$ cat config.mk
export PLATFORM = sky130hd
export DESIGN_NAME = i2s_rx_param
export DESIGN_NICKNAME = d
export VERILOG_FILES = /design/src/rtl/i2s_pkg.sv /design/src/rtl/i2s_clkgen.sv /design/src/rtl/i2s_rx_param.sv
export SDC_FILE = /design/constraint.sdc
export NUM_CORES = 1
export LEC_CHECK = 0
export CAP_MARGIN = 10
export CORE_AREA = 4 4 78 135
export CTS_CLUSTER_DIAMETER = 40
export DETAILED_ROUTE_END_ITERATION = 12
export DIE_AREA = 0 0 82 139
export GPL_TIMING_DRIVEN = 0
export PLACE_DENSITY = 0.81
export SETUP_SLACK_MARGIN = 0.1
export SLEW_MARGIN = 30
export SYNTH_ARGS = -nofsm -noshare
export SYNTH_HDL_FRONTEND = slang
export SYNTH_SLANG_ARGS = --single-unit
$ cat constraint.sdc
create_clock -name clk -period 4.29 [get_ports clk]
set_input_delay 1.287 -clock clk [delete_from_list [all_inputs] [get_ports clk]]
set_output_delay 1.287 -clock clk [all_outputs]
set_load 0.05 [all_outputs]
$ cat src/rtl/i2s_pkg.sv
// Shared definitions for the I2S receiver/transmitter family.
//   JUSTIFY_I2S / JUSTIFY_LJ : framing selectors
//   frame_len()              : clk cycles per stereo frame
//   data_delay()             : SCK periods between a ws edge and the MSB
//   clk_div_ok() / cfg_ok()  : parameter legality, used by elaboration checks
package i2s_pkg;

  localparam int JUSTIFY_I2S = 0;
  localparam int JUSTIFY_LJ  = 1;

  function automatic int frame_len(input int slot_w, input int clk_div);
    return 2 * slot_w * clk_div;
  endfunction

  function automatic int data_delay(input int justify);
    return (justify == JUSTIFY_I2S) ? 1 : 0;
  endfunction

  function automatic bit clk_div_ok(input int clk_div);
    return (clk_div >= 4) && ((clk_div % 2) == 0);
  endfunction

  // DATA_W >= 2 keeps the shift-register slice expression well formed.
  function automatic bit cfg_ok(input int data_w, input int slot_w,
                                input int clk_div, input int justify);
    return clk_div_ok(clk_div) &&
           ((justify == JUSTIFY_I2S) || (justify == JUSTIFY_LJ)) &&
           (data_w >= 2) &&
           ((data_w + data_delay(justify)) <= slot_w);
  endfunction

endpackage

$ cat src/rtl/i2s_clkgen.sv
// I2S master clock generator: serial bit clock, word select and the
// bit-position bookkeeping shared by the receiver and the transmitter.
//   clk, rst     : system clock, asynchronous active-high reset
//   i_en         : level enable; low holds everything at zero
//   o_sck        : serial bit clock (high for the second half of a period)
//   o_ws         : word select, 0 = left slot, 1 = right slot
//   o_cap_stb    : high in the cycle whose closing edge raises o_sck
//   o_frame_end  : high in the last clk cycle of a stereo frame
//   o_bit_cnt    : SCK period index within the frame, 0..2*SLOT_W-1
module i2s_clkgen
  import i2s_pkg::*;
#(
  parameter int SLOT_W  = 32,
  parameter int CLK_DIV = 28
) (
  input  logic                        clk,
  input  logic                        rst,
  input  logic                        i_en,
  output logic                        o_sck,
  output logic                        o_ws,
  output logic                        o_cap_stb,
  output logic                        o_frame_end,
  output logic [$clog2(2*SLOT_W)-1:0] o_bit_cnt
);

  localparam int SCW = $clog2(CLK_DIV);
  localparam int BW  = $clog2(2 * SLOT_W);

  localparam logic [SCW-1:0] SCK_LAST = SCW'(CLK_DIV - 1);
  localparam logic [SCW-1:0] SCK_HALF = SCW'(CLK_DIV / 2);
  localparam logic [SCW-1:0] SCK_CAP  = SCW'(CLK_DIV / 2 - 1);
  localparam logic [BW-1:0]  BIT_LAST = BW'(2 * SLOT_W - 1);
  localparam logic [BW-1:0]  SLOT_N   = BW'(SLOT_W);

  if (!clk_div_ok(CLK_DIV)) begin : g_bad_clk_div
    $error("i2s_clkgen: CLK_DIV must be even and at least 4");
  end

  // r_run distinguishes the first enabled edge (counters held at zero)
  // from the following ones, so a frame starts from a full count of zero.
  logic           r_run;
  logic [SCW-1:0] r_sck_cnt;
  logic [BW-1:0]  r_bit_cnt;
  logic           r_sck;
  logic           r_ws;

  logic           w_sck_last;
  logic           w_bit_last;
  logic [SCW-1:0] w_sck_nxt;
  logic [BW-1:0]  w_bit_nxt;

  assign w_sck_last = (r_sck_cnt == SCK_LAST);
  assign w_bit_last = (r_bit_cnt == BIT_LAST);

  always_comb begin
    w_sck_nxt = r_sck_cnt;
    w_bit_nxt = r_bit_cnt;
    if (r_run) begin
      if (w_sck_last) begin
        w_sck_nxt = '0;
        w_bit_nxt = w_bit_last ? '0 : r_bit_cnt + 1'b1;
      end else begin
        w_sck_nxt = r_sck_cnt + 1'b1;
      end
    end
  end

  // sck/ws are decoded from the next counter values and registered, so the
  // pins are glitch-free yet track the counters cycle for cycle.
  always_ff @(posedge clk or posedge rst) begin
    if (rst) begin
      r_run     <= 1'b0;
      r_sck_cnt <= '0;
      r_bit_cnt <= '0;
      r_sck     <= 1'b0;
      r_ws      <= 1'b0;
    end else if (!i_en) begin
      r_run     <= 1'b0;
      r_sck_cnt <= '0;
      r_bit_cnt <= '0;
      r_sck     <= 1'b0;
      r_ws      <= 1'b0;
    end else begin
      r_run     <= 1'b1;
      r_sck_cnt <= w_sck_nxt;
      r_bit_cnt <= w_bit_nxt;
      r_sck     <= (w_sck_nxt >= SCK_HALF);
      r_ws      <= (w_bit_nxt >= SLOT_N);
    end
  end

  assign o_sck       = r_sck;
  assign o_ws        = r_ws;
  assign o_cap_stb   = r_run && (r_sck_cnt == SCK_CAP);
  assign o_frame_end = r_run && w_sck_last && w_bit_last;
  assign o_bit_cnt   = r_bit_cnt;

endmodule

$ cat src/rtl/i2s_rx_param.sv
// Parametrised I2S master receiver. Generates mic_sck/mic_ws, deserialises
// one stereo frame per 2*SLOT_W SCK periods and presents it on a valid/ready
// port.
//   clk, rst             : system clock, asynchronous active-high reset
//   en                   : level enable; low discards the frame in progress
//                          and any pending output frame
//   mic_sck, mic_ws      : serial bit clock and word select (0 = left)
//   mic_sd               : serial data, MSB first
//   out_valid/out_ready  : output handshake. A frame transfers on every edge
//                          where both are high; while valid is high and not
//                          accepted, out_ldata/out_rdata hold steady. A new
//                          frame arriving while one is still unaccepted
//                          replaces it and pulses overrun for one cycle.
//   out_ldata, out_rdata : captured left/right samples, DATA_W bits verbatim
//   overrun              : one-cycle overwrite indication
module i2s_rx_param
  import i2s_pkg::*;
#(
  parameter int DATA_W  = 24,
  parameter int SLOT_W  = 32,
  parameter int CLK_DIV = 28,
  parameter int JUSTIFY = 0
) (
  input  logic              clk,
  input  logic              rst,
  input  logic              en,
  output logic              mic_sck,
  output logic              mic_ws,
  input  logic              mic_sd,
  output logic              out_valid,
  input  logic              out_ready,
  output logic [DATA_W-1:0] out_ldata,
  output logic [DATA_W-1:0] out_rdata,
  output logic              overrun
);

  localparam int D  = data_delay(JUSTIFY);
  localparam int BW = $clog2(2 * SLOT_W);

  localparam logic [BW-1:0] SLOT_N = BW'(SLOT_W);
  localparam logic [BW-1:0] WIN_LO = BW'(D);
  localparam logic [BW-1:0] WIN_N  = BW'(DATA_W);

  if (!cfg_ok(DATA_W, SLOT_W, CLK_DIV, JUSTIFY)) begin : g_bad_cfg
    $error("i2s_rx_param: illegal DATA_W/SLOT_W/CLK_DIV/JUSTIFY combination");
  end

  logic          w_ws;
  logic          w_cap_stb;
  logic          w_frame_end;
  logic [BW-1:0] w_bit_cnt;
  logic [BW-1:0] w_slot;
  logic [BW-1:0] w_rel;
  logic          w_in_win;

  logic [DATA_W-1:0] r_shift_l;
  logic [DATA_W-1:0] r_shift_r;
  logic [DATA_W-1:0] r_ldata;
  logic [DATA_W-1:0] r_rdata;
  logic              r_valid;
  logic              r_overrun;

  i2s_clkgen #(
    .SLOT_W  (SLOT_W),
    .CLK_DIV (CLK_DIV)
  ) u_clkgen (
    .clk         (clk),
    .rst         (rst),
    .i_en        (en),
    .o_sck       (mic_sck),
    .o_ws        (w_ws),
    .o_cap_stb   (w_cap_stb),
    .o_frame_end (w_frame_end),
    .o_bit_cnt   (w_bit_cnt)
  );

  assign mic_ws = w_ws;

  // Position inside the current channel slot. Subtracting WIN_LO wraps
  // positions before the window to large values, so one compare against
  // DATA_W bounds the window on both sides.
  assign w_slot   = w_ws ? (w_bit_cnt - SLOT_N) : w_bit_cnt;
  assign w_rel    = w_slot - WIN_LO;
  assign w_in_win = (w_rel < WIN_N);

  always_ff @(posedge clk or posedge rst) begin
    if (rst) begin
      r_shift_l <= '0;
      r_shift_r <= '0;
      r_ldata   <= '0;
      r_rdata   <= '0;
      r_valid   <= 1'b0;
      r_overrun <= 1'b0;
    end else if (!en) begin
      r_shift_l <= '0;
      r_shift_r <= '0;
      r_valid   <= 1'b0;
      r_overrun <= 1'b0;
    end else if (w_frame_end) begin
      // The capture strobe never falls in the last clk cycle of a period,
      // so no data bit is lost to this branch.
      r_ldata   <= r_shift_l;
      r_rdata   <= r_shift_r;
      r_valid   <= 1'b1;
      r_overrun <= r_valid && !out_ready;
      r_shift_l <= '0;
      r_shift_r <= '0;
    end else begin
      r_overrun <= 1'b0;
      if (w_cap_stb && w_in_win) begin
        if (!w_ws) begin
          r_shift_l <= {r_shift_l[DATA_W-2:0], mic_sd};
        end else begin
          r_shift_r <= {r_shift_r[DATA_W-2:0], mic_sd};
        end
      end
      if (r_valid && out_ready) begin
        r_valid <= 1'b0;
      end
    end
  end

  assign out_valid = r_valid;
  assign out_ldata = r_ldata;
  assign out_rdata = r_rdata;
  assign overrun   = r_overrun;

endmodule

## Word-level counts from Yosys, hierarchy flattened

Cells that the tools add are included.

- Bits in registers: 112
- Latch bits: 0
- RAM bits: 0
- ROM bits: 0
- Bits of input ports: 5
- Output and inout bits: 52
- Word-level logic and storage cells: 59
- Memories: 0

- $add $sub $neg: 4
- Multipliers: 0
- Divide/modulo/power cells: 0
- $lt $le $gt $ge: 3
- Eq/ne operators: 7
- Shift operators: 0
- Muxes and demuxes: 24
- Bitwise gates (word level): 0
- Reductions and logical operators: 10

Operators by type and width:

| kind | count |
|---|---|
| $mux W24 | 8 |
| $mux W6 | 5 |
| $mux W5 | 3 |
| $ne A3 B1 Y1 const B | 3 |
| $mux W1 | 8 |
| $add A6 B1 Y6 const B | 1 |
| $eq A6 B6 Y1 const B | 1 |
| $ge A6 B6 Y1 const B | 1 |
| $logic_and A1 B1 Y1 | 6 |
| $lt A6 B5 Y1 const B | 1 |
| $reduce_and A2 Y1 | 3 |
| $sub A6 B1 Y6 const B | 1 |
| $sub A6 B6 Y6 const B | 1 |
| $add A5 B1 Y5 const B | 1 |
| $eq A5 B4 Y1 const B | 1 |
| $eq A5 B5 Y1 const B | 1 |
| $ge A5 B4 Y1 const B | 1 |
| $ne A3 B2 Y1 const B | 1 |
| $logic_not A1 Y1 | 1 |

## Longest topological paths before layout

- Word-level depth: 8
- Mapped depth: 9
- Gate-level depth less buffers: 7

## Modules after synthesis

From an unflattened synthesis, not the netlist that was laid out.

- Cells, all modules: 344
- Area total of the unflattened synthesis: 4652.0 µm²

Modules (own cells, without submodules):

| module | times used | cells an instance | area an instance (µm²) | seq. area each (µm²) |
|---|---|---|---|---|
| i2s_rx_param | 1 | 269 | 3860.0 | 2452.4 |
| i2s_clkgen | 1 | 75 | 792.0 | 350.3 |

## Worst setup path after synthesis

Ideal clock, no wire load.

- Path kind: in2reg
- From: input en
- To: register r_ldata[14], in the netlist out_ldata[14]
- Setup time: 125 ps
- Arrival: 1938 ps
- Data required time: 4165 ps
- Setup slack: 2227 ps
- Cell stages on the path: 4
- Cells stage by stage: nand2_2 -> buf_6 -> buf_6 -> mux2_4

- Cells in the longest elaborated chain, start to end: 1

Ends and longest elaborated chain:

| what | RTL line | text |
|---|---|---|
| start: declaration | i2s_rx_param.sv:26 | `input logic en,` |
| $reduce_and A2 Y1 (no line) | -- |  |
| end signal: assignment | i2s_rx_param.sv:102 | `r_ldata <= r_shift_l;` |
| end: declaration | i2s_rx_param.sv:58 | `logic [DATA_W-1:0] r_ldata;` |

No other way between the ends.
A chain may end at the register's enable or synchronous reset.

## Worst setup path in the final report

- From: register u_clkgen.r_ws, in the netlist u_clkgen.o_ws
- To: output mic_ws

RTL lines:

| what | RTL line | text |
|---|---|---|
| start: declaration | i2s_clkgen.sv:45 | `logic r_ws;` |
| start signal: assignment | i2s_clkgen.sv:88 | `r_ws <= (w_bit_nxt >= SLOT_N);` |
| end: declaration | i2s_rx_param.sv:28 | `output logic mic_ws,` |

No word-level cell between the ends.

==> run_results.csv <==
group,metric,value,unit
cts,hold_buffers,0,
pwr,p_leak,2.80,nW
grt,antenna_found_initial,0,
cts,clk_path_buf_depth,2,
route,drc_errors,0,
sta,maxSlewViolCount,0,
sta,fmax,350,MHz
synthesis,yosysWarnings,0,
critical_path,cp_data_arrival_time,1.57,ns
cts,path_clk_slew,0.07,ns
placed_design,dpl-instance-area,0.00543,sq mm
grt,grt_usage,16.1,%
flow_run,drv_cap,0,
worst_hold_path,min_path_cells,1,
pwr,swShare,19.4,%
placed_design,dp_slack,1.33,ns
grt,grt_max_degree,34,
critical_path,path_class,"register to output pin",
pwr,pwr_density_cell,348,mW/mm^2
pwr,switching_power,388,uW
cts,clock_sinks,112,
critical_path,cp_cell_sequence,"clkdlybuf4s50_1",
grt,grt_pass1_vias,2946,
critical_path,max_stage_delay,0.82,ns
synthesis,synth_nets,357,
sta,slew-limit-headroom,64.2,%
cts,cts_buffers,9,
critical_path,r2r_cells,8,
route,routed_via_density,5.19,
floorplan,num_io_pins,57,
sta,period_share,66.6,%
cts,worstSkewPairLatency,0.34,ns
cts,cts_setup_buffers,0,
route,drt-total-wl,8.39,mm
critical_path,critPathTopFamily,"buffers and inverters",
synthesis,synth_top_area_cell,"dfrtp_1",
route,dr.pass1.iters,4,
floorplan,fp-row-count,47,
worst_hold_path,hp-class,"register to register",
synthesis,syn_avg_cell_area,13.3,sq um
critical_path,cp_slowest_cell,"clkdlybuf4s50_1",
sta,skew,0.00697,ns
critical_path,path_buf_inv,1,
sta,rsz0062_at_grt,"false",
sta,fin_crit,2.86,ns
critical_path,crit_path_max_fanout,3,
floorplan,die_x,82,microns
pwr,combPwrFrac,2.7,%
synthesis,synth_area,0.00463,sq mm
grt,grt-ovfl-total,0,
synthesis,ys_seq_area_share,60.6,%
critical_path,end_kind,"output pin",
floorplan,start_util,49.2,%
cts,htree_levels,3,
cts,cts_tree,"done",
floorplan,dieArea,0.0114,sq mm
route,vias,2827,
synthesis,synth-main-ff-cell,"dfrtp_1",
pwr,seqPwrFrac,52.9,%
run_status,run_status,"finished clean",
synthesis,syn_inst,348,
synthesis,yosysMostFrequentCell,"dfrtp_1",
placed_design,io_buffers,56,
synthesis,ys_types,36,
synthesis,synth-edff-count,0,
route,drtIter0Drc,127,
route,ant_nets,0,
sta,hold_viol_final,0,
pwr,ir_drop,306,uV
synthesis,ys_ff_latch,112,
cts,root_buffer,"clkbuf_16",
grt,grt_pass1_wl,14.2,mm
sta,tns,0,ns
critical_path,required,3.00,ns
critical_path,cp.depth,1,
route,wl_per_cell,15.4,microns
sta,worst_pin_slew,0.536,ns
layout,antenna_cells_inserted,0,
layout,layout.nets,428,
sta,finalSetupViolations,0,
placed_design,gp_congestion,0.740,
synthesis,synth_top_area_share,60.6,%
layout,postLayoutCellArea,0.00575,sq mm
synthesis,netlist_top_cells_area,"dfrtp_1, mux2i_1, mux2_2, nand2_1, mux2_4",
pwr,clkPwrFrac,44.3,%
critical_path,start_kind,"register",
sta,timing.final.ws_setup,1.43,ns
synthesis,synth_common_cells,"dfrtp_1, nand2_1, mux2i_1, mux2_2, mux2_4",
placed_design,dp.final_hpwl,6.18,mm
layout,synthToLayoutAreaGrowth,24.3,%
synthesis,synthArstFlopShare,100,%
floorplan,die_y,139,microns
floorplan,core_area,0.00941,sq mm
layout,drive_gt1_share,20.8,%
cts,ctsResizeCount,0,
pwr,intPower,1.62,mW
-- cell families (layout without fill, tap and decap cells) --
kind of cell / count (synthesis) / in the layout / synth area share (%)
AOI/OAI and AO/OA: 11 / 11 / 1.54
buffers and inverters: 24 / 99 / 3.08
xor gates and xnor gates: 7 / 7 / 1.33
muxes: 96 / 96 / 22.8
DFF: 112 / 112 / 60.6
and+or+nand+nor: 94 / 94 / 9.58
adders and majority gates: 4 / 4 / 1.08
-- stage by stage --
stage	utilization (%)	hold slack [ns]	std cells	total power, mW
after global placement	56.8	0.487	526	1.13
after floorplan	-	0.480	348	1.11
after global routing	61.1	0.513	545	2.07
after CTS	61.1	0.506	545	2.03
after detailed placement	57.7	0.493	530	1.14
final	61.1	0.504	545	2.00
-- flip-flops by register name, summed over array words and instances (netlist names) --
| register | count |
|---|---|
| out_ldata | 24 |
| out_rdata | 24 |
| r_shift_l | 24 |
| r_shift_r | 24 |
| u_clkgen.o_bit_cnt | 6 |
| u_clkgen.r_sck_cnt | 5 |
| out_valid | 1 |
| overrun | 1 |
| u_clkgen.o_sck | 1 |
| u_clkgen.o_ws | 1 |
| u_clkgen.r_run | 1 |
-- per-layer routing --
metal	routed length (microns)	track usage, %
met1	3430	20.2
met2	4530	26.6
met5	0	0
met3	224	2.99
met4	204	7.18
-- cell type report --
type	count	area, sq um
fillers	758	3660
flip-flops and latches	112	2800
multi-input cells	212	1680
repair buffers	60	648
clock buffers	12	256
well taps	122	153
plain buffers	19	124
clock inverters	3	65.1
inverters	5	22.5
-- cells in the final DEF, fill, tap and decap left out, drive strengths merged --
master | netlist | final
a211oi | 1 | 1
a21boi | 1 | 1
a21o | 1 | 1
a21oi | 3 | 3
a31o | 1 | 1
and2 | 3 | 3
and3 | 2 | 2
buf | 14 | 18
bufinv | 0 | 2
clkbuf | 5 | 17
clkdlybuf4s50 | 0 | 56
clkinv | 0 | 1
clkinvlp | 0 | 1
dfrtp | 112 | 112
ha | 4 | 4
inv | 5 | 4
mux2 | 48 | 48
mux2i | 48 | 48
nand2 | 59 | 59
nand3 | 4 | 4
nand3b | 1 | 1
nand4 | 2 | 2
nor2 | 9 | 9
nor2b | 3 | 3
nor3 | 5 | 5
nor3b | 4 | 4
o211ai | 1 | 1
o21a | 1 | 1
o21ai | 2 | 2
or3b | 2 | 2
xnor2 | 5 | 5
xor2 | 2 | 2
-- path summary, 6_finish.rpt --
path	startpoint	endpoint	slack [ns]
max	u_clkgen.o_ws$_DFF_PP0_	mic_ws	1.43
min	r_shift_l[19]$_DFFE_PP0P_	out_ldata[19]$_DFFE_PP0P_	0.50
max reg2reg	u_clkgen.o_bit_cnt[0]$_DFF_PP0_	r_shift_l[0]$_DFFE_PP0P_	1.98
min reg2reg	r_shift_l[19]$_DFFE_PP0P_	out_ldata[19]$_DFFE_PP0P_	0.50
max in group asynchronous	rst	out_rdata[7]$_DFFE_PP0P_	2.15
min in group asynchronous	rst	out_valid$_DFFE_PP0P_	1.25
-- power by group through the flow --
stage	combinational [mW]	sequential (mW)	clock [mW]
detailed placement	0.0568	1.08	0
CTS	0.0571	1.06	0.908
finish	0.0549	1.06	0.888
global placement	0.0446	1.08	0
floorplan	0.0317	1.08	0
global route	0.0629	1.06	0.952
(Power assumes the default switching activity.)
